<file path="src/rtl/audio_pkg.sv">
// Shared audio capture types and defaults, also used by the waveform store.
package audio_pkg;

  localparam int SAMPLE_W_DEF   = 24;
  localparam int SLOT_W_DEF     = 32;
  localparam int FIFO_DEPTH_DEF = 16;
  localparam int CNT_W          = 6;

  typedef enum logic [1:0] {
    IDLE  = 2'd0,
    LEFT  = 2'd1,
    RIGHT = 2'd2
  } fsm_t;

  typedef struct packed {
    logic [SAMPLE_W_DEF-1:0] left;
    logic [SAMPLE_W_DEF-1:0] right;
  } stereo_t;

endpackage

</file>
<file path="src/rtl/sample_fifo.sv">
// Single-clock show-ahead FIFO holding stereo pairs; a pop frees room for a same-cycle push when full.
module sample_fifo #(
  parameter int DEPTH = 16,
  parameter int WIDTH = 48
) (
  input  logic                     clk,
  input  logic                     rst_n,
  input  logic                     push,
  input  logic                     pop,
  input  logic [WIDTH-1:0]         wdata,
  output logic [WIDTH-1:0]         rdata,
  output logic                     full,
  output logic                     empty,
  output logic [$clog2(DEPTH):0]   level
);

  localparam int AW = $clog2(DEPTH);
  localparam int LW = AW + 1;
  localparam logic [AW:0] LVL_FULL = LW'(DEPTH);

  logic [WIDTH-1:0] mem_q [DEPTH];
  logic [AW-1:0]    wr_ptr_q, wr_ptr_d;
  logic [AW-1:0]    rd_ptr_q, rd_ptr_d;
  logic [AW:0]      level_q, level_d;
  logic             push_ok, pop_ok;

  assign full  = (level_q == LVL_FULL);
  assign empty = (level_q == '0);
  assign level = level_q;
  // Head is forced to zero when empty so stale entries never appear on the bus.
  assign rdata = empty ? '0 : mem_q[rd_ptr_q];

  always_comb begin
    pop_ok   = pop & ~empty;
    push_ok  = push & (~full | pop_ok);
    wr_ptr_d = wr_ptr_q;
    rd_ptr_d = rd_ptr_q;
    level_d  = level_q;
    if (push_ok) wr_ptr_d = wr_ptr_q + 1'b1;
    if (pop_ok)  rd_ptr_d = rd_ptr_q + 1'b1;
    if (push_ok && !pop_ok)      level_d = level_q + 1'b1;
    else if (pop_ok && !push_ok) level_d = level_q - 1'b1;
  end

  always_ff @(posedge clk or negedge rst_n) begin
    if (!rst_n) begin
      wr_ptr_q <= '0;
      rd_ptr_q <= '0;
      level_q  <= '0;
    end else begin
      wr_ptr_q <= wr_ptr_d;
      rd_ptr_q <= rd_ptr_d;
      level_q  <= level_d;
    end
  end

  always_ff @(posedge clk) begin
    if (push_ok) mem_q[wr_ptr_q] <= wdata;
  end

endmodule

</file>
<file path="src/rtl/i2s_rx_capture.sv">
// I2S receiver: synchronizes the codec stream, assembles {left,right} pairs and
// queues them on a valid/ready stream for the waveform store.
module i2s_rx_capture
  import audio_pkg::*;
#(
  parameter int SAMPLE_W   = SAMPLE_W_DEF,
  parameter int SLOT_W     = SLOT_W_DEF,
  parameter int FIFO_DEPTH = FIFO_DEPTH_DEF
) (
  input  logic                          clk,
  input  logic                          rst,
  input  logic                          en,
  input  logic                          i2s_bclk,
  input  logic                          i2s_lrclk,
  input  logic                          i2s_sdata,
  output logic [2*SAMPLE_W-1:0]         sample_data,
  output logic                          sample_valid,
  input  logic                          sample_ready,
  output logic [$clog2(FIFO_DEPTH):0]   fifo_level,
  output logic                          overflow,
  input  logic                          overflow_clr,
  output logic                          frame_err,
  output logic [1:0]                    dbg_state
);

  localparam logic [CNT_W-1:0] CNT_SAT  = CNT_W'(SLOT_W + 1);
  localparam logic [CNT_W-1:0] CNT_LAST = CNT_W'(SLOT_W);
  localparam logic [CNT_W-1:0] CNT_FULL = CNT_W'(SAMPLE_W);

  logic [1:0]            bclk_sync_q, bclk_sync_d;
  logic [1:0]            lr_sync_q, lr_sync_d;
  logic [1:0]            sd_sync_q, sd_sync_d;
  logic                  bclk_last_q, bclk_last_d;
  logic                  lr_prev_q, lr_prev_d;
  logic [CNT_W-1:0]      bit_cnt_q, bit_cnt_d;
  logic [SAMPLE_W-1:0]   shift_q, shift_d;
  logic [SAMPLE_W-1:0]   left_q, left_d;
  logic [2*SAMPLE_W-1:0] pair_q, pair_d;
  logic                  push_q, push_d;
  logic                  frame_err_q, frame_err_d;
  logic                  overflow_q, overflow_d;
  fsm_t                  state_q, state_d;

  logic rise, lr_s, sd_s, lr_chg, pop, fifo_full, fifo_empty;

  // Stream handshake: a pair transfers on any clk edge where sample_valid and
  // sample_ready are both high; valid depends only on registered FIFO state.
  assign sample_valid = ~fifo_empty;
  assign pop          = sample_valid & sample_ready;
  assign overflow     = overflow_q;
  assign frame_err    = frame_err_q;
  assign dbg_state    = state_q;

  assign rise   = bclk_sync_q[1] & ~bclk_last_q;
  assign lr_s   = lr_sync_q[1];
  assign sd_s   = sd_sync_q[1];
  assign lr_chg = rise & (lr_s != lr_prev_q);

  always_comb begin
    bclk_sync_d = {bclk_sync_q[0], i2s_bclk};
    lr_sync_d   = {lr_sync_q[0], i2s_lrclk};
    sd_sync_d   = {sd_sync_q[0], i2s_sdata};
    bclk_last_d = bclk_sync_q[1];
    lr_prev_d   = lr_prev_q;
    bit_cnt_d   = bit_cnt_q;
    shift_d     = shift_q;
    left_d      = left_q;
    pair_d      = pair_q;
    push_d      = 1'b0;
    frame_err_d = 1'b0;
    state_d     = state_q;

    // The lrclk-change rise is the discarded delay bit; the next SAMPLE_W rises carry data.
    if (rise) begin
      lr_prev_d = lr_s;
      if (lr_chg) begin
        bit_cnt_d = '0;
        shift_d   = '0;
      end else begin
        if (bit_cnt_q != CNT_SAT) bit_cnt_d = bit_cnt_q + 1'b1;
        if (bit_cnt_q < CNT_FULL) shift_d = {shift_q[SAMPLE_W-2:0], sd_s};
      end
    end

    case (state_q)
      IDLE: begin
        if (lr_chg && !lr_s) state_d = LEFT;
      end
      LEFT: begin
        if (lr_chg) begin
          if (bit_cnt_q >= CNT_FULL) begin
            left_d  = shift_q;
            state_d = RIGHT;
          end else begin
            frame_err_d = 1'b1;
            state_d     = IDLE;
          end
        end else if (rise && bit_cnt_q == CNT_LAST) begin
          frame_err_d = 1'b1;
          state_d     = IDLE;
        end
      end
      RIGHT: begin
        if (lr_chg) begin
          // The 1->0 edge that closes the pair also opens the next left slot.
          state_d = LEFT;
          if (bit_cnt_q >= CNT_FULL) begin
            pair_d = {left_q, shift_q};
            push_d = 1'b1;
          end else begin
            frame_err_d = 1'b1;
          end
        end else if (rise && bit_cnt_q == CNT_LAST) begin
          frame_err_d = 1'b1;
          state_d     = IDLE;
        end
      end
      default: state_d = IDLE;
    endcase

    if (!en) begin
      state_d     = IDLE;
      push_d      = 1'b0;
      frame_err_d = 1'b0;
    end

    overflow_d = (overflow_q & ~overflow_clr) | (push_q & fifo_full & ~pop);
  end

  always_ff @(posedge clk or negedge rst) begin
    if (!rst) begin
      bclk_sync_q <= '0;
      lr_sync_q   <= '0;
      sd_sync_q   <= '0;
      bclk_last_q <= 1'b0;
      lr_prev_q   <= 1'b0;
      bit_cnt_q   <= '0;
      shift_q     <= '0;
      left_q      <= '0;
      pair_q      <= '0;
      push_q      <= 1'b0;
      frame_err_q <= 1'b0;
      overflow_q  <= 1'b0;
      state_q     <= IDLE;
    end else begin
      bclk_sync_q <= bclk_sync_d;
      lr_sync_q   <= lr_sync_d;
      sd_sync_q   <= sd_sync_d;
      bclk_last_q <= bclk_last_d;
      lr_prev_q   <= lr_prev_d;
      bit_cnt_q   <= bit_cnt_d;
      shift_q     <= shift_d;
      left_q      <= left_d;
      pair_q      <= pair_d;
      push_q      <= push_d;
      frame_err_q <= frame_err_d;
      overflow_q  <= overflow_d;
      state_q     <= state_d;
    end
  end

  sample_fifo #(
    .DEPTH (FIFO_DEPTH),
    .WIDTH (2*SAMPLE_W)
  ) u_fifo (
    .clk   (clk),
    .rst_n (rst),
    .push  (push_q),
    .pop   (pop),
    .wdata (pair_q),
    .rdata (sample_data),
    .full  (fifo_full),
    .empty (fifo_empty),
    .level (fifo_level)
  );

endmodule

</file>
<file path="config.mk">
export PLATFORM = sky130hd
export DESIGN_NAME = i2s_rx_capture
export DESIGN_NICKNAME = d
export VERILOG_FILES = /design/src/rtl/audio_pkg.sv /design/src/rtl/sample_fifo.sv /design/src/rtl/i2s_rx_capture.sv
export SDC_FILE = /design/constraint.sdc
export NUM_CORES = 1
export LEC_CHECK = 0
export ABC_AREA = 1
export CAP_MARGIN = 25
export CORE_MARGIN = 4
export CORE_UTILIZATION = 50
export DETAILED_ROUTE_END_ITERATION = 6
export PLACE_DENSITY = 0.69
export SLEW_MARGIN = 5
export SYNTH_ARGS = -nofsm -noshare
export SYNTH_HDL_FRONTEND = slang
export SYNTH_HIERARCHICAL = 1
export SYNTH_SLANG_ARGS = --single-unit
export TNS_END_PERCENT = 20
</file>
<file path="constraint.sdc">
create_clock -name clk -period 7.4 [get_ports clk]
set_input_delay 2.22 -clock clk [delete_from_list [all_inputs] [get_ports clk]]
set_output_delay 2.22 -clock clk [all_outputs]
set_load 0.02 [all_outputs]
</file>
# Word level (Yosys, flattened, before mapping)
# Memory sizes are Yosys's and may differ from the RTL's.
# Cells that the tools add are included.
dict set report totals {
  output_inout_bits 58
  reg_bits 128
  n_memories 1
  wordCells 88
  ramBits 768
}
# memory depth width rd rd_clocked_by_memory_dff wr line
set memory_table {}
lappend memory_table {u_fifo.mem_q 16 48 1 0 1 sample_fifo.sv:21} ;# logic [WIDTH-1:0] mem_q [DEPTH];
dict set report classes {
  mux 25
  bitwise 15
  n_eq_ne 7
  reduce_logical 17
  order_cmp 2
  add_sub_neg 5
}
# operator count
set ops {}
lappend ops {{24-bit two-way mux} 2}
lappend ops {{48-bit two-way mux} 1}
lappend ops {{2-bit two-way mux} 6}
lappend ops {{6-bit two-way mux} 2}
lappend ops {{1-bit two-way mux} 11}
lappend ops {{5-bit two-way mux} 2}
lappend ops {{4-bit by 1-bit adder with 4-bit output, second input constant} 2}
lappend ops {{1-bit AND} 8}
lappend ops {{6-bit by 1-bit adder with 6-bit output, second input constant} 1}
lappend ops {{6-bit equality test, second input constant} 1}
lappend ops {{6-bit by 5-bit >= comparator with 1-bit output, second input constant} 1}
lappend ops {{6-bit by 5-bit less-than comparator with 1-bit output, second input constant} 1}
lappend ops {{6-bit inequality test, second input constant} 1}
lappend ops {{2-bit case mux with 3 select lines} 1}
lappend ops {{3-bit AND reduction} 2}
lappend ops {{2-bit nonzero test} 3}
lappend ops {{5-bit by 1-bit adder with 5-bit output, second input constant} 1}
lappend ops {{5-bit equality test, second input constant} 1}
lappend ops {{5-bit logical NOT} 1}
lappend ops {{1-bit inverter} 5}
lappend ops {{5-bit by 1-bit subtractor with 5-bit output, second input constant} 1}
lappend ops {{1-bit logical AND} 4}
lappend ops {{2-bit AND reduction} 2}
lappend ops {{1-bit logical NOT} 3}
lappend ops {{other kinds (7)} 8}

# Longest topological paths before layout
# Gate-level depths: netlist (run 1).
dict set report logic_depth {
  ltp_word 10
  ltp_mapped 18
  ltp_nobuf 17
}

# Modules after synthesis
# The synthesis (run 1) kept the hierarchy.
# mod instances cells_per_inst area_each_um2
set by_module_without_submodules {}
lappend by_module_without_submodules {sample_fifo 1 2630 31729.2}
lappend by_module_without_submodules {i2s_rx_capture 1 454 4495.6}

# Worst setup path before layout (run 1)
# No wires, ideal clock.
dict set report synth_path {
  path_type {input to register}
  startpoint {input sample_ready}
  endpoint {memory u_fifo.mem_q[0][0] (enable)}
  required_ps 6946
  cell_stages 8
  arrival_ps 4900
  setup_ps 454
  path_slack_ps 2047
  cell_sequence {inv_1 > nor2_1 > inv_1 > nand2_1 > nand2_1 > inv_2 > nand2_1 > nor2_1}
}
dict set report synth_between {
  elab_chain_len 6
}
# element line
set synth_lines {}
lappend synth_lines {{start: declaration} i2s_rx_capture.sv:18} ;# input logic sample_ready,
lappend synth_lines {{1-bit AND} i2s_rx_capture.sv:49} ;# assign pop = sample_valid & sample_ready;
lappend synth_lines {{net pop} i2s_rx_capture.sv:44} ;# logic rise, lr_s, sd_s, lr_chg, pop, fifo_full, fifo_empty;
lappend synth_lines {{1-bit AND} sample_fifo.sv:34} ;# pop_ok = pop & ~empty;
lappend synth_lines {{1-bit OR} sample_fifo.sv:35} ;# push_ok = push & (~full | pop_ok);
lappend synth_lines {{1-bit AND} sample_fifo.sv:35}
lappend synth_lines {{net u_fifo.push_ok} sample_fifo.sv:25} ;# logic push_ok, pop_ok;
lappend synth_lines {{1-bit two-way mux} sample_fifo.sv:58} ;# if (push_ok) mem_q[wr_ptr_q] <= wdata;
lappend synth_lines {{1-bit two-way mux (not written as such)} sample_fifo.sv:58}
lappend synth_lines {{end: declaration} sample_fifo.sv:21}
# The timed path passes the listed nets, and every way through them passes these cells.

# Worst setup path in the final report (run 1)
dict set report layout_path {
  startpoint {register u_fifo.rd_ptr_q[0]}
  endpoint {output sample_data[2]}
}
dict set report layout_between {
  elab_chain_len 2
}
# element line
set layout_lines {}
lappend layout_lines {{start: declaration} sample_fifo.sv:23} ;# logic [AW-1:0] rd_ptr_q, rd_ptr_d;
lappend layout_lines {{start signal: assignment} sample_fifo.sv:52} ;# rd_ptr_q <= rd_ptr_d;
lappend layout_lines {{memory 16 x 48 bit} -}
lappend layout_lines {{48-bit two-way mux} sample_fifo.sv:31} ;# assign rdata = empty ? '0 : mem_q[rd_ptr_q];
lappend layout_lines {{end: declaration} i2s_rx_capture.sv:16} ;# output logic [2*SAMPLE_W-1:0] sample_data,
# No other way between the ends.

==> results of run 1 <==
==> registers in the layout, summed over array words and instances (netlist names) <==
name and count:
left_q 24, u_fifo/rd_ptr_q 4, frame_err 1, bit_cnt_q 6, bclk_sync_q 2, sd_sync_q 2
u_fifo/level 5, shift_q 24, pair_q 48, lr_prev_q 1, u_fifo/wr_ptr_q 4, u_fifo/mem_q 768
lr_sync_q 2, dbg_state 2, bclk_last_q 1, overflow 1, push_q 1
==> through the flow <==
| step | total power [mW] | hold WS, ns | util (%) | area, um2 |
|---|---|---|---|---|
| 2_1_floorplan | 9.383 | 0.3312 | - | 36220 |
| 3_3_place_gp | 10.93 | 0.3327 | 52.27 | 37430 |
| 3_5_place_dp | 11.01 | 0.3365 | 52.29 | 37450 |
| 4_1_cts | 15.44 | 0.3510 | 56.33 | 40330 |
| 5_1_grt | 16.21 | 0.3646 | 56.40 | 40390 |
| 6_report | 15.39 | 0.3473 | 56.40 | 40390 |
==> worst min-delay path by stage <==
| stage | from | endpoint | slack (ns) | cells past startpoint |
|---|---|---|---|---|
| detailed placement | bclk_sync_q[0] | bclk_sync_q[1] | 0.34 | 0 |
| global route | lr_sync_q[0] | lr_sync_q[1] | 0.36 | 0 |
| floorplan | bclk_sync_q[0] | bclk_sync_q[1] | 0.33 | 0 |
| finish | bclk_sync_q[0] | bclk_sync_q[1] | 0.35 | 0 |
| CTS | bclk_sync_q[0] | bclk_sync_q[1] | 0.35 | 0 |
| global placement | sd_sync_q[0] | sd_sync_q[1] | 0.33 | 0 |
==> power groups by stage <==
stage | clock network, mW | registers [mW] | logic (mW)
floorplan | 0 | 5.60 | 3.78
global placement | 0 | 5.68 | 5.25
detailed placement | 0 | 5.69 | 5.32
CTS | 4.50 | 5.58 | 5.36
global route | 4.72 | 5.59 | 5.90
finish | 4.43 | 5.59 | 5.36
==> metal layers <==
metal	track usage, %	wire length, um	vias up	share of wire [%]
li1	-	-	10730	-
met1	30.72	35320	11640	40
met2	38.97	44470	1099	50
met3	3.263	7122	176	8.0
met4	7.577	2451	0	2.7
met5	0	0	-	0
==> synthesized netlist by cell type (all sizes together) <==
cell type  number
nand3         612
clkbuf         29
fa              1
nand2        1124
o22ai          24
nor2           36
a21oi          53
o21ai          60
nand4           1
clkinv          1
nor3            2
dfrtp         128
xor2            8
o21bai          1
ha             16
inv            60
buf           158
edfxtp        768
xnor2           2
==> logic make-up (layout without fill, tap and decap cells) <==
logic type	count (synthesis)	after routing	share of synthesized area, %
simple gates	1775	1775	20.68
buf+inv	248	330	3.858
fa+ha+maj	17	17	0.6079
compound gates	138	138	2.110
flops	896	896	72.51
xor+xnor	10	10	0.2418
==> final cells by class <==
class	count	area share (%)
Tap cell	950	2.943
Timing Repair Buffer	109	2.711
Sequential cell	896	65.06
Clock buffer	115	5.961
Clock inverter	45	1.190
Inverter	61	0.6227
Multi-Input combinational cell	1940	21.51
==> critical path, stage by stage, from the launching register on <==
cell and delay, ns:
dfrtp_4 0.69, inv_16 0.40, buf_16 0.48, buf_4 0.39, nand2_1 0.09, nand3_1 0.08, nand3_1 0.09, nand2_1 0.16
nand2_1 0.07, a21oi_1 0.25, clkdlybuf4s50_1 0.64
==> flow_summary.json, run 1 <==
{
  "via_count": 23640,
  "synth_area_um2": 36220,
  "multi_input_area_um2": 8687,
  "p_switching_mw": 5.594,
  "htreeDepth": 3,
  "die_area_um2": 76820,
  "end_kind": "output pin",
  "grt.total_usage_pct": 22.92,
  "final_cells": 4116,
  "postCtsHoldBufs": 0,
  "io_buffers": 65,
  "status": "finished with violations",
  "yosys_warnings": 6,
  "vdd_drop_max_uv": 253.3,
  "ff2ff_path_depth": 11,
  "start_kind": "flip-flop",
  "comb_power_share_pct": 34.9,
  "ys_seq_area_share_pct": 72.51,
  "layout_min_cycle_time_ns": 6.333,
  "power_density_nw_per_um2": 380.9,
  "chipHeight_um": 277.2,
  "num_antenna_cells": 0,
  "yosys.cell_types.count": 34,
  "path_class": "reg2out",
  "rows": 98,
  "cts_buffer_depth": 3,
  "slew_viol_final": 0,
  "n_fill_cell": 5698,
  "most-common-layout-cells": "nand2_1, edfxtp_1, nand3_1, dfrtp_1, clkbuf_16",
  "die_w_um": 277.2,
  "clk_pin_slew_ns": 0.06,
  "antenna_found_initial": 0,
  "crit_required_ns": 5.18,
  "grt_pass1_wl_um": 137600,
  "cts_tree": "done",
  "start_util_pct": 50.59,
  "intPower_mw": 9.791,
  "seqCellArea_um2": 26280,
  "drt_iter0_drc": 2638,
  "dr.pass1.iters": 7,
  "setup-violations-final": 0,
  "fmax_mhz": 157.9,
  "ioPinCount": 66,
  "cp_max_fo": 156,
  "synth-seq-cells": 896,
  "r2r_end": "u_fifo/mem_q[13][26]",
  "avgSynthCellArea_um2": 11.75,
  "grt_setup_unrepaired": "false",
  "pre_cts_ws_ns": 1.726,
  "r2r_start": "u_fifo/level[0]",
  "hold_viol_final": 0,
  "wire_per_inst_um": 21.71,
  "setup_ws_ns": 1.067,
  "endpoint": "sample_data[2]",
  "grt_pass1_vias": 23130,
  "cts_sinks": 896,
  "cp.arrival_ns": 4.11,
  "hp-class": "reg2reg",
  "ctsResizeCount": 0,
  "gr-total-overflow": 0,
  "p_leak_nw": 14.73,
  "clockRootBuffer": "clkbuf_16",
  "post-route-period-util_pct": 85.59,
  "numCtsBuffers": 87,
  "crit_start": "u_fifo/rd_ptr_q[0]",
  "worstMarginPinSlew_ns": 1.101,
  "num-nets-final": 3120,
  "yosysTopAreaCell": "edfxtp_1",
  "clk_latency_ns": 0.65,
  "fin_tns_setup_ns": 0,
  "drive_above_1_share_pct": 6.949,
  "drv_cap": 0,
  "gp_congestion": 0.8239,
  "ant_nets": 0,
  "violations": "DRC",
  "synth_top_area_share_pct": 63.66,
  "dp_cells": 3954,
  "finalWirelength_um": 89360,
  "cts_setup_buffers": 0,
  "syn2layout_area_growth_pct": 11.49,
  "clkPwrFrac_pct": 28.8,
  "skew_ns": 0.02756,
  "sequentialPowerShare_pct": 36.3,
  "final_common_cell": "nand2_1",
  "drc_errors": 1,
  "relSlewSlack_pct": 26.60,
  "r2r_slack_ns": 3.65,
  "grt_max_degree": 287,
  "vias_per_cell": 5.743,
  "synth.area.top_cells": "edfxtp_1, nand2_1, dfrtp_1, nand3_1, buf_2",
  "dp_hpwl_um": 46720,
  "synthesis.nets": 3109,
  "syn_inst": 3084,
  "swShare_pct": 36.36,
  "core_um2": 71610
}
Note: power is estimated with default switching activity, not from simulation.
==> run 2, diff against run 1 <==
--- a/config.mk
+++ b/config.mk
@@ -16,4 +16,3 @@
 export SYNTH_HDL_FRONTEND = slang
 export SYNTH_HIERARCHICAL = 1
 export SYNTH_SLANG_ARGS = --single-unit
-export TNS_END_PERCENT = 20
==> results of run 2 <==
No change in the layout: final DEF, timing and power equal those of run 1.
